==> src/rtl/fetch_unit.sv <==
// Instruction-fetch stage: issues in-order memory requests and buffers {pc, instr}
// pairs in a circular prefetch queue; a redirect flushes the queue and drops stale responses.
module fetch_unit #(
    parameter int unsigned     XLEN         = 32,
    parameter int unsigned     ILEN         = 32,
    parameter logic [XLEN-1:0] RESET_VECTOR = '0,
    parameter int unsigned     QUEUE_DEPTH  = 4
) (
    input  logic            clk,
    input  logic            rst,
    input  logic            branch_valid,
    input  logic [XLEN-1:0] branch_target,
    output logic            imem_req_valid,
    input  logic            imem_req_ready,
    output logic [XLEN-1:0] imem_req_addr,
    input  logic            imem_rsp_valid,
    input  logic [ILEN-1:0] imem_rsp_data,
    output logic            out_valid,
    input  logic            out_ready,
    output logic [XLEN-1:0] out_pc,
    output logic [ILEN-1:0] out_instr
);

    localparam int unsigned AW = $clog2(QUEUE_DEPTH);
    localparam int unsigned PW = AW + 1;

    logic [XLEN-1:0] fetch_pc;
    logic [XLEN-1:0] slot_pc    [QUEUE_DEPTH];
    logic [ILEN-1:0] slot_instr [QUEUE_DEPTH];
    logic [PW-1:0]   head, fill, issue, drop_cnt;

    logic [PW-1:0]   allocated, unfilled;
    logic [PW:0]     outstanding, credits_used;
    logic            req_fire, pop_fire, rsp_in_branch;

    always_comb begin
        allocated      = issue - head;
        unfilled       = issue - fill;
        outstanding    = {1'b0, unfilled} + {1'b0, drop_cnt};
        credits_used   = {1'b0, allocated} + {1'b0, drop_cnt};
        imem_req_valid = !branch_valid && (credits_used < (PW+1)'(QUEUE_DEPTH));
        imem_req_addr  = fetch_pc;
        out_valid      = !branch_valid && (fill != head);
        out_pc         = slot_pc[head[AW-1:0]];
        out_instr      = slot_instr[head[AW-1:0]];
        req_fire       = imem_req_valid && imem_req_ready;
        pop_fire       = out_valid && out_ready;
        // guard keeps drop_cnt from underflowing on an unsolicited response
        rsp_in_branch  = imem_rsp_valid && (outstanding != '0);
    end

    always_ff @(posedge clk or negedge rst) begin
        if (!rst) begin
            fetch_pc <= RESET_VECTOR;
            head     <= '0;
            fill     <= '0;
            issue    <= '0;
            drop_cnt <= '0;
            for (int unsigned i = 0; i < QUEUE_DEPTH; i++) begin
                slot_pc[i]    <= '0;
                slot_instr[i] <= '0;
            end
        end else if (branch_valid) begin
            head     <= issue;
            fill     <= issue;
            drop_cnt <= PW'(outstanding - {{PW{1'b0}}, rsp_in_branch});
            fetch_pc <= branch_target & ~XLEN'(3);
        end else begin
            if (req_fire) begin
                slot_pc[issue[AW-1:0]] <= fetch_pc;
                issue                  <= issue + PW'(1);
                fetch_pc               <= fetch_pc + XLEN'(4);
            end
            if (imem_rsp_valid) begin
                if (drop_cnt != '0) begin
                    drop_cnt <= drop_cnt - PW'(1);
                end else if (unfilled != '0) begin
                    slot_instr[fill[AW-1:0]] <= imem_rsp_data;
                    fill                     <= fill + PW'(1);
                end
            end
            if (pop_fire) begin
                head <= head + PW'(1);
            end
        end
    end

endmodule
==> config.mk <==
export PLATFORM = sky130hd
export DESIGN_NAME = fetch_unit
export DESIGN_NICKNAME = d
export VERILOG_FILES = /design/src/rtl/fetch_unit.sv
export SDC_FILE = /design/constraint.sdc
export NUM_CORES = 1
export LEC_CHECK = 0
export CAP_MARGIN = 0
export CORE_MARGIN = 4
export CORE_UTILIZATION = 30
export DETAILED_ROUTE_END_ITERATION = 8
export GPL_TIMING_DRIVEN = 1
export PLACE_DENSITY_LB_ADDON = 0.15
export REMOVE_ABC_BUFFERS = 1
export SYNTH_ARGS = -nofsm -noshare
export SYNTH_HDL_FRONTEND = slang
export SYNTH_SLANG_ARGS = --single-unit
==> constraint.sdc <==
create_clock -name clk -period 4 [get_ports clk]
set_input_delay 0.8 -clock clk [delete_from_list [all_inputs] [get_ports clk]]
set_output_delay 0.8 -clock clk [all_outputs]
set_load 0.01 [all_outputs]
# Yosys cells after proc, flatten, opt, wreduce, memory -nomap -nowiden
# Cells that the tools add are included.
dict set report word_totals {
  register_bits 300
  input_bits 70
  elab_cells 79
}
dict set report op_classes {
  add_sub_neg 10
  order_cmp 6
  eq_ne 2
  mux 23
  bitwise_logic 5
  reduce_logical 20
}
# operator count
set op_table {}
lappend op_table {{128-bit bitwise mux} 2}
lappend op_table {{32-bit two-way mux} 8}
lappend op_table {{32-bit binary-select mux with 2-bit select} 2}
lappend op_table {{32-bit demux with 2-bit select} 2}
lappend op_table {{32-bit by 3-bit adder with 32-bit output (second input constant)} 1}
lappend op_table {{3-bit two-way mux} 9}
lappend op_table {{2-bit nonzero test} 5}
lappend op_table {{3-bit by 1-bit adder with 3-bit output (second input constant)} 3}
lappend op_table {{3-bit greater-or-equal comparator (second input constant)} 3}
lappend op_table {{2-bit NOT with 3-bit output} 3}
lappend op_table {{3-bit by 3-bit adder with 4-bit output} 2}
lappend op_table {{1-bit logical AND} 7}
lappend op_table {{3-bit by 1-bit < comparator with 1-bit output (second input constant)} 2}
lappend op_table {{3-bit nonzero test} 2}
lappend op_table {{3-bit subtractor} 2}
lappend op_table {{4-bit by 3-bit < comparator with 1-bit output (second input constant)} 1}
lappend op_table {{2-bit AND reduction} 2}
lappend op_table {{4-bit AND reduction} 1}
lappend op_table {{4-bit nonzero test} 1}
lappend op_table {{3-bit != test} 1}
lappend op_table {{3-bit AND reduction} 1}
lappend op_table {{3-bit by 1-bit subtractor with 3-bit output} 1}
lappend op_table {{3-bit by 1-bit subtractor with 3-bit output (second input constant)} 1}
lappend op_table {{2-bit != test (second input constant)} 1}
lappend op_table {{other kinds (2)} 3}

# Logic depth before layout (Yosys ltp)
dict set report logic_depth {
  depth_word 7
  mapped_depth 16
  ltp_nobuf 16
}

# Least setup slack after synthesis
# OpenSTA, ideal clock, no wires.
dict set report synth_timing {
  kind {reg-to-reg}
  start {register head[1]}
  end {register fetch_pc[10], in the netlist imem_req_addr[10]}
  setup_time_ns 0.125
  arrival_time_ns 3.341
  setup_slack_ns 0.534
  path_stages_with_launch 14
  n_path_buf 3
  synth_period_minus_slack_ns 3.466
  path_cell_list {dfrtp_1 clkbuf_1 clkbuf_1 inv_1 fa_1 xor2_1 xnor2_1 ha_1 nor4b_4 and2_1 clkbuf_1 nand3_1 xnor2_1 mux2_2}
}
dict set report synth_via {
  elab_chain_cells 6
}
# element line
set synth_rtl {}
lappend synth_rtl {{start, declared} 30} ;# logic [PW-1:0] head, fill, issue, drop_cnt;
lappend synth_rtl {{start signal, assigned} 64} ;# head <= issue;
lappend synth_rtl {{start signal, assigned} 83} ;# head <= head + PW'(1);
lappend synth_rtl {{3-bit subtractor} 37} ;# allocated = issue - head;
lappend synth_rtl {{3-bit by 3-bit adder with 4-bit output} 40} ;# credits_used = {1'b0, allocated} + {1'b0, drop_cnt};
lappend synth_rtl {{4-bit by 3-bit < comparator with 1-bit output} 41} ;# imem_req_valid = !branch_valid && (credits_used < (PW+1)'(QUEUE_DEPTH));
lappend synth_rtl {{1-bit logical AND} 41}
lappend synth_rtl {{1-bit logical AND} 46} ;# req_fire = imem_req_valid && imem_req_ready;
lappend synth_rtl {{2-bit nonzero test (no source line)} -}
lappend synth_rtl {{end signal, assigned} 67} ;# fetch_pc <= branch_target & ~XLEN'(3);
lappend synth_rtl {{end signal, assigned} 72} ;# fetch_pc <= fetch_pc + XLEN'(4);
lappend synth_rtl {{end, declared} 27} ;# logic [XLEN-1:0] fetch_pc;
# Every way passes these cells.
# A chain may end at the register's enable or synchronous reset.

# Worst setup path in the final report
dict set report layout_timing {
  start {register head[1]}
  end {output out_pc[31]}
}
dict set report layout_via {
  elab_chain_cells 4
}
# element line
set layout_rtl {}
lappend layout_rtl {{2-bit NOT with 3-bit output (not written as such)} 44} ;# out_pc = slot_pc[head[AW-1:0]];
lappend layout_rtl {{32-bit binary-select mux with 2-bit select} 44}
lappend layout_rtl {{32-bit two-way mux (not written as such) (2 in a row)} 44}
lappend layout_rtl {{end, declared} 20} ;# output logic [XLEN-1:0] out_pc,
# Every way passes these cells. The select of a mux whose other input is x is not followed.

==> metrics.txt <==
DR pass1 iterations=4; Worst Max-Slew Pin Slew=0.791 ns; Tcrit/Tclk final=0.964; RSZ-0062 raised after global routing=no; post-synthesis sequential area ratio=0.536; fmax=259 MHz; Synth Area in Compound Gates=0.0170; final instance area=~0.017 mm²; synth unique cells=41; Routed Wire Length=approximately 34000 µm; most frequent cell after synthesis=dfrtp_1; total power=13.7 mW; CTS root buf=clkbuf_16; main combinational cell family by area after synthesis=multiplexers; Post-Syn Area per Cell=roughly 15 µm²; async set or reset register ratio after synthesis=1.00; yosys warns=0; top cells by count, synth=dfrtp_1 (290), mux2_2 (251), mux4_2 (62), nand2_1 (54), xnor2_1 (30); xor-xnor portion of the synthesized cell area=0.0289; Mapped Area=0.0135 mm²; Register Area=about 0.0073 mm²; Remaining DRCs=0; DR WL/cell=between 15 and 20 µm; Final Hold Fails=0; vias per cell=about 4.7; vias in the first global route=8977; Fin Hold WS=~0.27 ns; Adder-Cell Fraction of Synth Area=0.0239; port buffer count=between 150 and 200; hold_buf cts=0; EDFF count, synth=0; gr usage total=0.144; initial antenna violation count=1; CTS tree=done; Multi-input gate area=0.00588 mm²; Yosys reg bits=290; last element of the critical path=out_pc[31]; post-synth top area cell=dfrtp_1; Final Core Density=0.384; Num CTS Buffers=36; Ports=between 150 and 200; Worst Skew=roughly 0.017 ns; area post-placement=0.0158 mm²; Clock Path Buffers=3; Slew headroom=0.473; Final setup viols=0; standard-cell rows=between 70 and 80; core footprint=roughly 0.044 mm²; initial DRC count=321; Clock Latency Late Sink=0.53 ns; Max IR drop VDD=about 0.4 mV; top cells by area, synth=dfrtp_1 (54%), mux2_2 (21%), mux4_2 (10%); Final min period=3.86 ns; largest net degree at the start of global routing=93; dpl hpwl=between 20000 and 25000 µm; proportion of layout cells with a drive suffix above 1=0.360; PwrDens=~800 mW/mm²; fillers=about 4300; Reg2Reg Setup Slack=~0.59 ns; die area=~0.049 mm²; Max Cap Violations=0; Crit path required time=3.20 ns; crit path from=head[1]; RR Endpoint=drop_cnt[2]; die height=roughly 220 µm; Sink Count=290; total gr overflow=0; Worst setup SP type=flop; initial core utilization=0.305; top_reg_cell synth=dfrtp_1; Syn Inst Count=slightly above 900; first-pass GRT wire length=between 50000 and 60000 µm; crit end category=primary output; final net count=1183; antenna viol nets, final=0; clock transition time at the flip-flop clock pins of the worst setup and hold paths=0.06 ns; worst r2r src=issue[0]; outcome=completed; Worst R2R Path Depth=16; CTS HTree Levels=2; WP data arrival=3.06 ns; Crit Path Max Fanout=37; Synth Area in Simple Gates=0.0473; synth-to-layout area growth=26.0%; post-synthesis mux area share=0.317; top cell type's share of synthesized area=0.536; Leak=~7.5 nW; Slew Limit Fails=0; Worst Hold Class=input pin to async pin; WS Path Type=flop to primary output; gpl congestion=between 0.7 and 0.8; via count=8081; Die W=between 200 and 250 µm
per-layer routing:
| layer | share of wire | track usage | up-vias |
|---|---|---|---|
| li1 | - | - | 3695 |
| met1 | 0.46 | 0.195 | 4180 |
| met2 | 0.47 | 0.234 | 156 |
| met3 | 0.050 | 0.0341 | 48 |
| met4 | 0.020 | 0.0398 | 2 |
| met5 | 0.00021 | 0 | - |
layout by cell type (no fill, tap or decap), types with 17 or more instances in the layout:
cell type	instances
clkdlybuf4s50_1	158
mux2_2	251
inv_1	17
xnor2_1	30
dfrtp_1	288
buf_4	19
ha_1	21
mux4_2	62
clkbuf_16	37
o21ai_0	28
nand2_1	54
area by class of cell:
class | count | area share
Sequential cell | 290 | 0.426
Antenna cell | 1 | 0.000147
Clock buffer | 55 | 0.0624
Inverter | 19 | 0.00418
Multi-Input combinational cell | 558 | 0.345
Clock inverter | 11 | 0.0112
Tap cell | 592 | 0.0435
Timing Repair Buffer | 184 | 0.108
flip-flops by register name, indices dropped and copies added (netlist names):
| signal | flops |
|---|---|
| head | 3 |
| drop_cnt | 3 |
| imem_req_addr | 30 |
| slot_instr | 128 |
| issue | 3 |
| fill | 3 |
| slot_pc | 120 |
stage by stage:
step,worst slack [ns],TNS [ns],instances
global route,0.00945,0,1709
finish,0.145,0,1710
floorplan,-1.91,-267.77,867
CTS,0.0169,0,1709
detailed placement,0.316,0,1642
global placement,0.330,0,1642
worst min-delay path by stage:
| stage | endpoint | depth (start not counted) |
|---|---|---|
| 3_5_place_dp | slot_instr[63] | 1 |
| 3_3_place_gp | slot_pc[18] | 1 |
| 2_1_floorplan | slot_pc[34] | 1 |
| 4_1_cts | slot_instr[108] | 1 |
| 5_1_grt | slot_instr[90] | 1 |
| 6_report | slot_instr[7] | 1 |
cell families after synthesis:
logic type      count (synthesis)
buf+inv                        83
simple gates                  126
xor+xnor                       43
flops                         290
other cells                     1
compound gates                 42
mux                           319
fa+ha+maj                      24
report_power, final:
part	switching (mW)	internal, mW
Sequential	0.660	4.12
Clock	1.27	2.16
Combinational	2.26	3.22
Total	4.19	9.50
repair_timing:
action / 4_1_cts / 5_1_grt
buffers inserted: 1 / 0
setup endpoints to repair: 1 / 0
gates resized for setup: 2 / 0
critical path, cell delays in order, from the launching register on:
cell and delay (ns):
dfrtp_4 0.40, buf_4 0.48, buf_4 0.64, mux4_2 0.40, clkdlybuf4s50_1 0.59
Power figures use the tool's default switching activity.
